**src/rtl/hvac_zone_ctrl.sv**
```systemverilog
// -----------------------------------------------------------------------------
// hvac_zone_ctrl
//
// Multi-zone HVAC controller. Each zone runs its own small state machine that
// compares its registered temperature sample against the shared setpoints
// (with hysteresis). It holds the heater/pump on for a minimum time and runs
// a fan post-purge after every heat or cool cycle.
//
// Optional feature macro: HVAC_PURGE_EN
//   defined   : HEAT/COOL exit through PURGE (FAN_RUN fan cycles)
//   undefined : HEAT/COOL exit straight to VENT (keypad held) or IDLE
//
// Parameters
//   ZONES   number of independent zones (>=1)
//   TW      temperature / setpoint width
//   HYST    hysteresis in temperature LSBs
//   MIN_ON  minimum cycles spent in HEAT or COOL (>=1)
//   FAN_RUN post-purge fan cycles (>=1)
//
// Ports
//   clk      system clock, rising edge
//   rst      asynchronous active-high reset
//   temp     zone temperatures, zone z at [z*TW +: TW]
//   set_lo   heat threshold
//   set_hi   cool threshold
//   keypad   per-zone fan request (level)
//   den      per-zone heater enable
//   bom      per-zone pump/cooler enable
//   quat     per-zone fan enable
//   cfg_err  setpoints invalid (set_lo >= set_hi), registered
// -----------------------------------------------------------------------------
module hvac_zone_ctrl #(
   parameter int ZONES   = 4,
   parameter int TW      = 8,
   parameter int HYST    = 2,
   parameter int MIN_ON  = 16,
   parameter int FAN_RUN = 8
) (
   input  logic                  clk,
   input  logic                  rst,
   input  logic [ZONES*TW-1:0]   temp,
   input  logic [TW-1:0]         set_lo,
   input  logic [TW-1:0]         set_hi,
   input  logic [ZONES-1:0]      keypad,
   output logic [ZONES-1:0]      den,
   output logic [ZONES-1:0]      bom,
   output logic [ZONES-1:0]      quat,
   output logic                  cfg_err
);

   localparam int CNT_MAX = (MIN_ON > FAN_RUN) ? MIN_ON : FAN_RUN;
   localparam int CW      = ($clog2(CNT_MAX) < 1) ? 1 : $clog2(CNT_MAX);

   localparam logic [CW-1:0] MIN_ON_LD = CW'(MIN_ON - 1);
`ifdef HVAC_PURGE_EN
   localparam logic [CW-1:0] FAN_LD    = CW'(FAN_RUN - 1);
`endif
   localparam logic [TW:0]   HYST_W    = (TW + 1)'(HYST);

   typedef enum logic [2:0] {
      ST_IDLE  = 3'd0,
      ST_COOL  = 3'd1,
      ST_HEAT  = 3'd2,
      ST_VENT  = 3'd3,
      ST_PURGE = 3'd4
   } state_t;

   // ------------------------------------------------------------------
   // Input registers and setpoint check. The FSMs only ever see these.
   // ------------------------------------------------------------------
   logic [ZONES*TW-1:0] temp_q;
   logic [ZONES-1:0]    keypad_q;
   logic [TW-1:0]       set_lo_q;
   logic [TW-1:0]       set_hi_q;
   logic                cfg_err_q;
   logic                cfg_err_d;

   // Judged on the registered setpoints, so it lags the pins by two edges.
   assign cfg_err_d = (set_lo_q >= set_hi_q);

   always_ff @(posedge clk or posedge rst) begin
      if (rst) begin
         temp_q    <= '0;
         keypad_q  <= '0;
         set_lo_q  <= '0;
         set_hi_q  <= '0;
         cfg_err_q <= 1'b0;
      end else begin
         temp_q    <= temp;
         keypad_q  <= keypad;
         set_lo_q  <= set_lo;
         set_hi_q  <= set_hi;
         cfg_err_q <= cfg_err_d;
      end
   end

   assign cfg_err = cfg_err_q;

   // ------------------------------------------------------------------
   // One independent FSM + counter per zone
   // ------------------------------------------------------------------
   genvar gi;
   generate
      for (gi = 0; gi < ZONES; gi++) begin : g_zone
         logic [TW:0]   t_w;
         logic          hot;
         logic          cold;
         logic          cool_done;
         logic          heat_done;
         state_t        state_q;
         state_t        state_d;
         logic [CW-1:0] cnt_q;
         logic [CW-1:0] cnt_d;

         // One extra bit so adding HYST can never wrap.
         assign t_w       = {1'b0, temp_q[gi*TW +: TW]};
         assign hot       = t_w > {1'b0, set_hi_q};
         assign cold      = t_w < {1'b0, set_lo_q};
         assign cool_done = (t_w + HYST_W) <= {1'b0, set_hi_q};
         assign heat_done = t_w >= ({1'b0, set_lo_q} + HYST_W);

         always_comb begin
            state_d = state_q;
            cnt_d   = cnt_q;
            case (state_q)
               ST_IDLE, ST_VENT: begin
                  if (hot) begin
                     state_d = ST_COOL;
                     cnt_d   = MIN_ON_LD;
                  end else if (cold) begin
                     state_d = ST_HEAT;
                     cnt_d   = MIN_ON_LD;
                  end else if (state_q == ST_IDLE && keypad_q[gi]) begin
                     state_d = ST_VENT;
                  end else if (state_q == ST_VENT && !keypad_q[gi]) begin
                     state_d = ST_IDLE;
                  end
               end
               ST_COOL, ST_HEAT: begin
                  if (cnt_q != '0) begin
                     cnt_d = cnt_q - 1'b1;
                  end else if ((state_q == ST_COOL) ? cool_done : heat_done) begin
`ifdef HVAC_PURGE_EN
                     state_d = ST_PURGE;
                     cnt_d   = FAN_LD;
`else
                     state_d = keypad_q[gi] ? ST_VENT : ST_IDLE;
                     cnt_d   = '0;
`endif
                  end
               end
`ifdef HVAC_PURGE_EN
               ST_PURGE: begin
                  // Demand is deliberately ignored until the purge ends.
                  if (cnt_q != '0) begin
                     cnt_d = cnt_q - 1'b1;
                  end else begin
                     state_d = keypad_q[gi] ? ST_VENT : ST_IDLE;
                  end
               end
`endif
               default: begin
                  state_d = ST_IDLE;
                  cnt_d   = '0;
               end
            endcase

            // Bad setpoints park every zone, overriding min-on and purge.
            if (cfg_err_q) begin
               state_d = ST_IDLE;
               cnt_d   = '0;
            end
         end

         always_ff @(posedge clk or posedge rst) begin
            if (rst) begin
               state_q <= ST_IDLE;
               cnt_q   <= '0;
            end else begin
               state_q <= state_d;
               cnt_q   <= cnt_d;
            end
         end

         // Outputs come straight from the state register (plus keypad_q,
         // which is also cleared by reset) so reset blanks them at once.
         assign den[gi]  = (state_q == ST_HEAT);
         assign bom[gi]  = (state_q == ST_COOL);
         assign quat[gi] = (state_q == ST_VENT) || (state_q == ST_PURGE) ||
                           (((state_q == ST_HEAT) || (state_q == ST_COOL)) && keypad_q[gi]);
      end
   endgenerate

endmodule

```
**config.mk**
```make
export PLATFORM = sky130hd
export DESIGN_NAME = hvac_zone_ctrl
export DESIGN_NICKNAME = d
export VERILOG_FILES = /design/src/rtl/hvac_zone_ctrl.sv
export SDC_FILE = /design/constraint.sdc
export NUM_CORES = 1
export LEC_CHECK = 0
export ABC_CLOCK_PERIOD_IN_PS = 2920
export CORE_MARGIN = 2
export CORE_UTILIZATION = 53
export DETAILED_ROUTE_END_ITERATION = 8
export GPL_TIMING_DRIVEN = 0
export PLACE_DENSITY = 0.75
export SYNTH_ARGS = -nofsm -noshare
export SYNTH_HDL_FRONTEND = slang
export SYNTH_SLANG_ARGS = --single-unit
```
**constraint.sdc**
```tcl
create_clock -name clk -period 2.92 [get_ports clk]
set_input_delay 0.73 -clock clk [delete_from_list [all_inputs] [get_ports clk]]
set_output_delay 0.73 -clock clk [all_outputs]
set_load 0.05 [all_outputs]
```
==> results.ini, run 1 <==
[run_status]
status=finished, violations left
failed_checks=setup timing

[timing]
fin_setup_tns_ns=-0.0830
period_needed_ns=2.98
slew_headroom=0.581
skew_ns=0.00768
hold_viol_final=0
whs_ns=0.527
setup_viol=2
worst_pin_slew_ns=0.626
rsz0062_at_grt=true
max_freq_ghz=0.335
slew_violations=0
worst_slack_ns=-0.0610
period_share=1.02

[clock_tree]
cts-htree-levels=3
numClockSinks=77
root_buffer=clkbuf_16
worstSkewPairLatency_ns=0.35
cts_buffer_depth=2
clk_pin_slew_worst_paths_ns=0.06
numCtsBuffers=9
cts_tree=yes
ctsHoldBuffers=0

[die]
core-area_um2=12600
rows=41
initial_core_util=0.539
io_pins=67
die_area_um2=13700
die_y_um=117
dieWidth_um=117

[power_and_ir_drop]
p_total_mw=5.41
p_leak_nw=3.90
internal-power_mw=3.14
clock_power_share=0.213
power_density_nw_per_um2=638
comb_power_share=0.511
p_seq_frac=0.276
swShare=0.420
switchingPower_mw=2.27
ir_drop_mv=0.538

[synth]
netlist_area_um2=6770
synth_fa_ha_area_frac=0.283
synth_flop_cell=dfrtp_1
syn_inst=719
yosysWarnings=0
synth_edf_count=0
syn_avg_cell_area_um2=9.42
ys_types=72
ys_ff_latch=77
ys_async_sr_fraction=1.00
syn_nets=926
synth_compound_area_frac=0.200
synth-xor-area-share=0.0336
synthMuxAreaShare=0.0122
synth_top_family_by_area=adder cells
synth-simple-area-share=0.151
yosysSeqAreaShare=0.285

[setup_path]
r2r_cells=11
cp.required_ns=3.15
crit_path_start_kind=register
crit_start=temp_q[2]
cp_data_arrival_time_ns=3.21
cp-end-kind=register
reg2reg_from=temp_q[2]
crit_type=reg2reg
critPathMaxFanout=2

[grt]
antenna_found_initial=0
grt_usage=0.271
grt_max_degree=42
grt_pass1_wl_um=28500
grt_pass1_vias=6087
grt_overflow=0

[layout]
stdcell_area_um2=8470
syn_to_final_growth_pct=25.1
num-fill-cells=952
final_nets=1035
antenna_cells=0
drive_above_1_share=0.149
final_cells=1005
final_util=0.674

[worst_hold_path]
worstHoldPathCells=1
hold_path.class=reg2reg
hp-start=g_zone[2].cnt_q[3]

[drt]
drtIter0Drc=330
drt-vias-per-instance=6.08
vias=6114
drc_errors=0
drtAntennaViolNets=0
firstDrtPassIters=6
wl_per_cell_um=18.0
drt_wl_total_um=18100

[place]
numPortBuffers=66
pre_cts_slack_ns=-0.688
post_dp_cell_area_um2=7670
placedCellCount=958
post-dp-hpwl_um=13400
gp_congestion=0.905

[job]
max_cap_violations=0

-- Yosys cell counts (4+ instances only) --
cell | number | share of area
and3_1 | 8 | 0.0074
nand2b_1 | 12 | 0.011
nor3_1 | 11 | 0.0081
nand4_1 | 9 | 0.0083
o21ba_2 | 4 | 0.0059
inv_1 | 55 | 0.030
o21ai_0 | 32 | 0.024
nand2_1 | 42 | 0.023
nand3_1 | 31 | 0.023
xor2_1 | 7 | 0.0091
o21bai_1 | 6 | 0.0067
dfrtp_1 | 77 | 0.28
or3_1 | 5 | 0.0046
a211oi_1 | 4 | 0.0044
xnor2_1 | 19 | 0.025
nor2b_1 | 13 | 0.012
o221ai_1 | 4 | 0.0052
a311oi_1 | 5 | 0.0065
clkbuf_1 | 6 | 0.0033
mux2i_1 | 6 | 0.0089
nor2_1 | 36 | 0.020
o2bb2ai_1 | 4 | 0.0052
a31oi_1 | 4 | 0.0037
a21oi_1 | 54 | 0.040
ha_1 | 153 | 0.28
o211ai_1 | 7 | 0.0078
a21o_1 | 18 | 0.020
nor3b_1 | 6 | 0.0067
o31ai_1 | 4 | 0.0044
o21a_1 | 8 | 0.0089
-- final cells by class --
| cell class | instances | area, um^2 | area share |
|---|---|---|---|
| Multi-Input combinational cell | 578 | 4830 | 0.571 |
| Clock buffer | 10 | 239 | 0.0282 |
| Inverter | 56 | 220 | 0.0260 |
| Sequential cell | 77 | 1940 | 0.230 |
| Tap cell | 172 | 215 | 0.0254 |
| Buffer | 8 | 35.0 | 0.00414 |
| Clock inverter | 6 | 70.1 | 0.00827 |
| Timing Repair Buffer | 98 | 913 | 0.108 |
-- worst max-delay path, cell delays in order, from the launching register on --
cell and delay [ns]:
dfrtp_2 0.44, ha_4 0.17, buf_4 0.12, xor2_1 0.14
ha_1 0.30, nand3_1 0.13, o21bai_1 0.20, a211oi_2 0.28
nor2_2 0.10, o41ai_4 0.44, a21o_1 0.21, mux2_1 0.33
-- kinds of logic after synthesis --
| kind of cell | after synthesis |
|---|---|
| muxes | 8 |
| xor gates and xnor gates | 26 |
| adders and majority gates | 153 |
| AOI/OAI and AO/OA | 196 |
| DFF | 77 |
| and+or+nand+nor | 195 |
| buffers and inverters | 64 |
-- sequential cells by signal (all words and copies together), names as in the netlist --
signal          cells
temp_q             32
g_zone.cnt_q       16
g_zone.state_q      8
set_hi_q            8
set_lo_q            8
keypad_q            4
cfg_err             1
-- power by group through the flow --
stage	clock (mW)	sequential (mW)	combinational (mW)
2_1_floorplan	0	1.44	1.94
3_3_place_gp	0	1.49	2.45
3_5_place_dp	0	1.50	2.58
4_1_cts	1.17	1.48	2.63
5_1_grt	1.23	1.52	3.05
6_report	1.15	1.49	2.76
-- worst paths after layout --
check                                  endpoint  slack [ns]
min in group asynchronous    g_zone[1].cnt_q[1]        0.75
max                        g_zone[0].state_q[0]       -0.06
min                          g_zone[2].cnt_q[3]        0.53
max reg2reg                g_zone[0].state_q[0]       -0.06
max in group asynchronous             temp_q[3]        1.58
min reg2reg                  g_zone[2].cnt_q[3]        0.53
-- repair_timing --
item | in CTS | in global routing
endpoints found under the setup margin | 22 | 22
gates resized for setup | 28 | 46
pin swaps | 5 | 19
buffers inserted | 8 | 23
-- layout by cell type (no fill, tap or decap), types with 4 or more instances in the layout --
master,synthesis,layout
mux2i_1,6,6
nor3_1,11,9
nand2_1,42,41
a21o_1,18,18
o21ai_1,3,4
o2bb2ai_1,4,4
o21a_1,8,8
a31oi_1,4,4
o21ba_2,4,4
nand3_1,31,28
nor3b_1,6,6
and3_1,8,5
clkdlybuf4s50_1,0,62
buf_4,0,29
xnor2_1,19,14
a21oi_2,1,4
o31ai_1,4,4
o21bai_1,6,6
dfrtp_2,0,14
o211ai_1,7,7
nor2b_1,13,13
ha_1,153,148
or3_1,5,5
nand4_1,9,9
clkinvlp_4,0,5
clkbuf_16,0,9
xnor2_2,0,4
a311oi_1,5,5
xor2_1,7,7
clkbuf_1,6,4
o21ai_0,32,31
nand2b_1,12,12
clkbuf_2,0,4
inv_1,55,52
nor2_1,36,34
dfrtp_1,77,63
a21oi_1,54,51
-- per-layer routing --
metal	share of wire	GRT usage
met2	0.51	0.467
met3	0.048	0.0551
met1	0.41	0.321
met5	0	0
met4	0.032	0.140
Power figures use the tool's default switching activity.
==> run 2, diff against run 1 <==
--- a/config.mk
+++ b/config.mk
@@ -11,6 +11,7 @@
 export DETAILED_ROUTE_END_ITERATION = 8
 export GPL_TIMING_DRIVEN = 0
 export PLACE_DENSITY = 0.75
+export SLEW_MARGIN = 20
 export SYNTH_ARGS = -nofsm -noshare
 export SYNTH_HDL_FRONTEND = slang
 export SYNTH_SLANG_ARGS = --single-unit
==> results of run 2 <==
The final DEF is identical to that of run 1; final timing and power are the same.
==> run 3, diff against run 2 <==
--- a/config.mk
+++ b/config.mk
@@ -7,8 +7,9 @@
 export LEC_CHECK = 0
 export ABC_CLOCK_PERIOD_IN_PS = 2920
 export CORE_MARGIN = 2
-export CORE_UTILIZATION = 53
+export CORE_UTILIZATION = 59
 export DETAILED_ROUTE_END_ITERATION = 8
+export DONT_BUFFER_PORTS = 1
 export GPL_TIMING_DRIVEN = 0
 export PLACE_DENSITY = 0.75
 export SLEW_MARGIN = 20
==> results.ini, run 3 (synthesis results as in run 1) <==
[drt]
wl_per_cell_um=19.3  ; was 18.0 um
drc_errors=0  ; unchanged
drt_wl_total_um=17700  ; was 18100 um
drtAntennaViolNets=0  ; unchanged
firstDrtPassIters=5  ; was 6
vias=5929  ; was 6114
drtIter0Drc=481  ; was 330
drt-vias-per-instance=6.48  ; was 6.08

[clock_tree]
root_buffer=clkbuf_16  ; unchanged
numCtsBuffers=9  ; unchanged
ctsHoldBuffers=0  ; unchanged
cts-htree-levels=3  ; unchanged
worstSkewPairLatency_ns=0.35  ; about the same
clk_pin_slew_worst_paths_ns=0.06  ; about the same
cts_tree=yes  ; unchanged
numClockSinks=77  ; unchanged
cts_buffer_depth=2  ; unchanged

[setup_path]
critPathMaxFanout=3  ; was 2
cp.required_ns=3.15  ; about the same
cp-end-kind=register  ; unchanged
crit_type=reg2reg  ; unchanged
cp_data_arrival_time_ns=3.14  ; was 3.21 ns
crit_path_start_kind=register  ; unchanged

[power_and_ir_drop]
p_leak_nw=3.67  ; was 3.90 nW
comb_power_share=0.501  ; was 0.511
internal-power_mw=2.91  ; was 3.14 mW
switchingPower_mw=2.20  ; was 2.27 mW
clock_power_share=0.207  ; was 0.213
power_density_nw_per_um2=650  ; was 638 nW/um^2
p_total_mw=5.11  ; was 5.41 mW
swShare=0.431  ; was 0.420
p_seq_frac=0.292  ; was 0.276
ir_drop_mv=0.684  ; was 0.538 mV

[timing]
worst_pin_slew_ns=0.732  ; was 0.626 ns
worst_slack_ns=0.0105  ; was -0.0610 ns
max_freq_ghz=0.344  ; was 0.335 GHz
slew_headroom=0.512  ; was 0.581
setup_viol=0  ; was 2
whs_ns=0.236  ; was 0.527 ns
fin_setup_tns_ns=0  ; was -0.0830 ns
hold_viol_final=0  ; unchanged
skew_ns=0.00776  ; was 0.00768 ns
slew_violations=0  ; unchanged
rsz0062_at_grt=true  ; unchanged
period_needed_ns=2.91  ; was 2.98 ns
period_share=0.996  ; was 1.02

[layout]
largest_register_ffs=32  ; unchanged
top_register=temp_q  ; unchanged
final_cells=915  ; was 1005
most-common-layout-cells=ha_1 (149), dfrtp_1 (62), a21oi_1 (52), inv_1 (50), nand2_1 (42)  ; was ha_1 (148), dfrtp_1 (63), clkdlybuf4s50_1 (62), inv_1 (52), a21oi_1 (51)
num-fill-cells=842  ; was 952
drive_above_1_share=0.166  ; was 0.149
top_regs=temp_q x32, g_zone.cnt_q x16  ; unchanged
final_common_cell=ha_1  ; unchanged
syn_to_final_growth_pct=16.2  ; was 25.1%
antenna_cells=0  ; unchanged
stdcell_area_um2=7870  ; was 8470 um^2
final_util=0.695  ; was 0.674
final_nets=974  ; was 1035

[die]
initial_core_util=0.598  ; was 0.539
die_y_um=111  ; was 117 um
core-area_um2=11300  ; was 12600 um^2
io_pins=67  ; unchanged
dieWidth_um=111  ; was 117 um
rows=39  ; was 41
die_area_um2=12400  ; was 13700 um^2

[place]
post_dp_cell_area_um2=6970  ; was 7670 um^2
pre_cts_slack_ns=-0.694  ; was -0.688 ns
numPortBuffers=0  ; was 66
placedCellCount=863  ; was 958
post-dp-hpwl_um=12500  ; was 13400 um
gp_congestion=0.851  ; was 0.905

[job]
max_cap_violations=0  ; unchanged

[grt]
grt_pass1_vias=5797  ; was 6087
grt_overflow=0  ; unchanged
grt_pass1_wl_um=27600  ; was 28500 um
antenna_found_initial=0  ; unchanged
grt_max_degree=49  ; was 42
grt_usage=0.280  ; was 0.271

[worst_hold_path]
hold_path.class=in2async  ; was reg2reg

[run_status]
status=complete, no violations  ; was finished, violations left

run 3: cell types whose count changed in the layout (fill, tap and decap cells not counted), moves of 3 or more:
cell / change
nand3_2: +3
clkdlybuf4s50_1: -62
nand3_1: -3
xnor2_2: -3
xnor2_4: +3
clkbuf_2: -4
run 3: repair_timing:
item | 4_1_cts | 5_1_grt
resized for setup | 20 | 50
buffers inserted | 5 | 31
pin swaps | 3 | 14
endpoints found under the hold margin | 0 | 0
endpoints found under the setup margin | 18 | 17
run 3: worst paths after layout:
check	start	slack [ns]	to	cells after the start
setup reg to reg	set_lo_q[1]	0.01	g_zone[0].state_q[1]	11
hold reg to reg	g_zone[2].cnt_q[3]	0.52	g_zone[2].cnt_q[3]	1
min in group clk	temp[1]	0.40	temp_q[1]	0
setup / recovery	set_lo_q[1]	0.01	g_zone[0].state_q[1]	11
max in group asynchronous	rst	2.10	temp_q[25]	2
hold / removal	rst	0.24	keypad_q[3]	1
run 3: metal layers:
layer,share of wire,GRT usage,vias to the layer above
li1,-,-,2762
met1,0.40,0.329,2841
met2,0.48,0.478,245
met3,0.062,0.0580,81
met4,0.052,0.156,0
met5,0,0,-
run 3: worst max-delay path: stages, from the launching register on:
cell and delay (ns):
dfrtp_2 0.43, buf_4 0.16, nand3_2 0.12, xnor2_4 0.19, ha_2 0.21, nor4_4 0.34, o21ai_2 0.12, nand4_1 0.12
a21oi_1 0.11, o41ai_4 0.45, a21o_1 0.23, mux2_4 0.32
run 3: cell type report:
type,instances,area [um^2],area share
clock inverters,5,33.8,0.00429
clock buffers,11,253,0.0321
inverters,56,228,0.0289
well taps,143,179,0.0227
multi-input cells,578,4890,0.622
repair buffers,37,305,0.0388
flip-flops and latches,77,1950,0.247
plain buffers,8,32.5,0.00413
run 3: power groups by stage:
stage	clock network (mW)	registers [mW]	logic, mW
global route	1.13	1.52	2.85
finish	1.06	1.49	2.56
floorplan	0	1.44	1.94
detailed placement	0	1.50	2.36
global placement	0	1.49	2.24
CTS	1.07	1.48	2.43
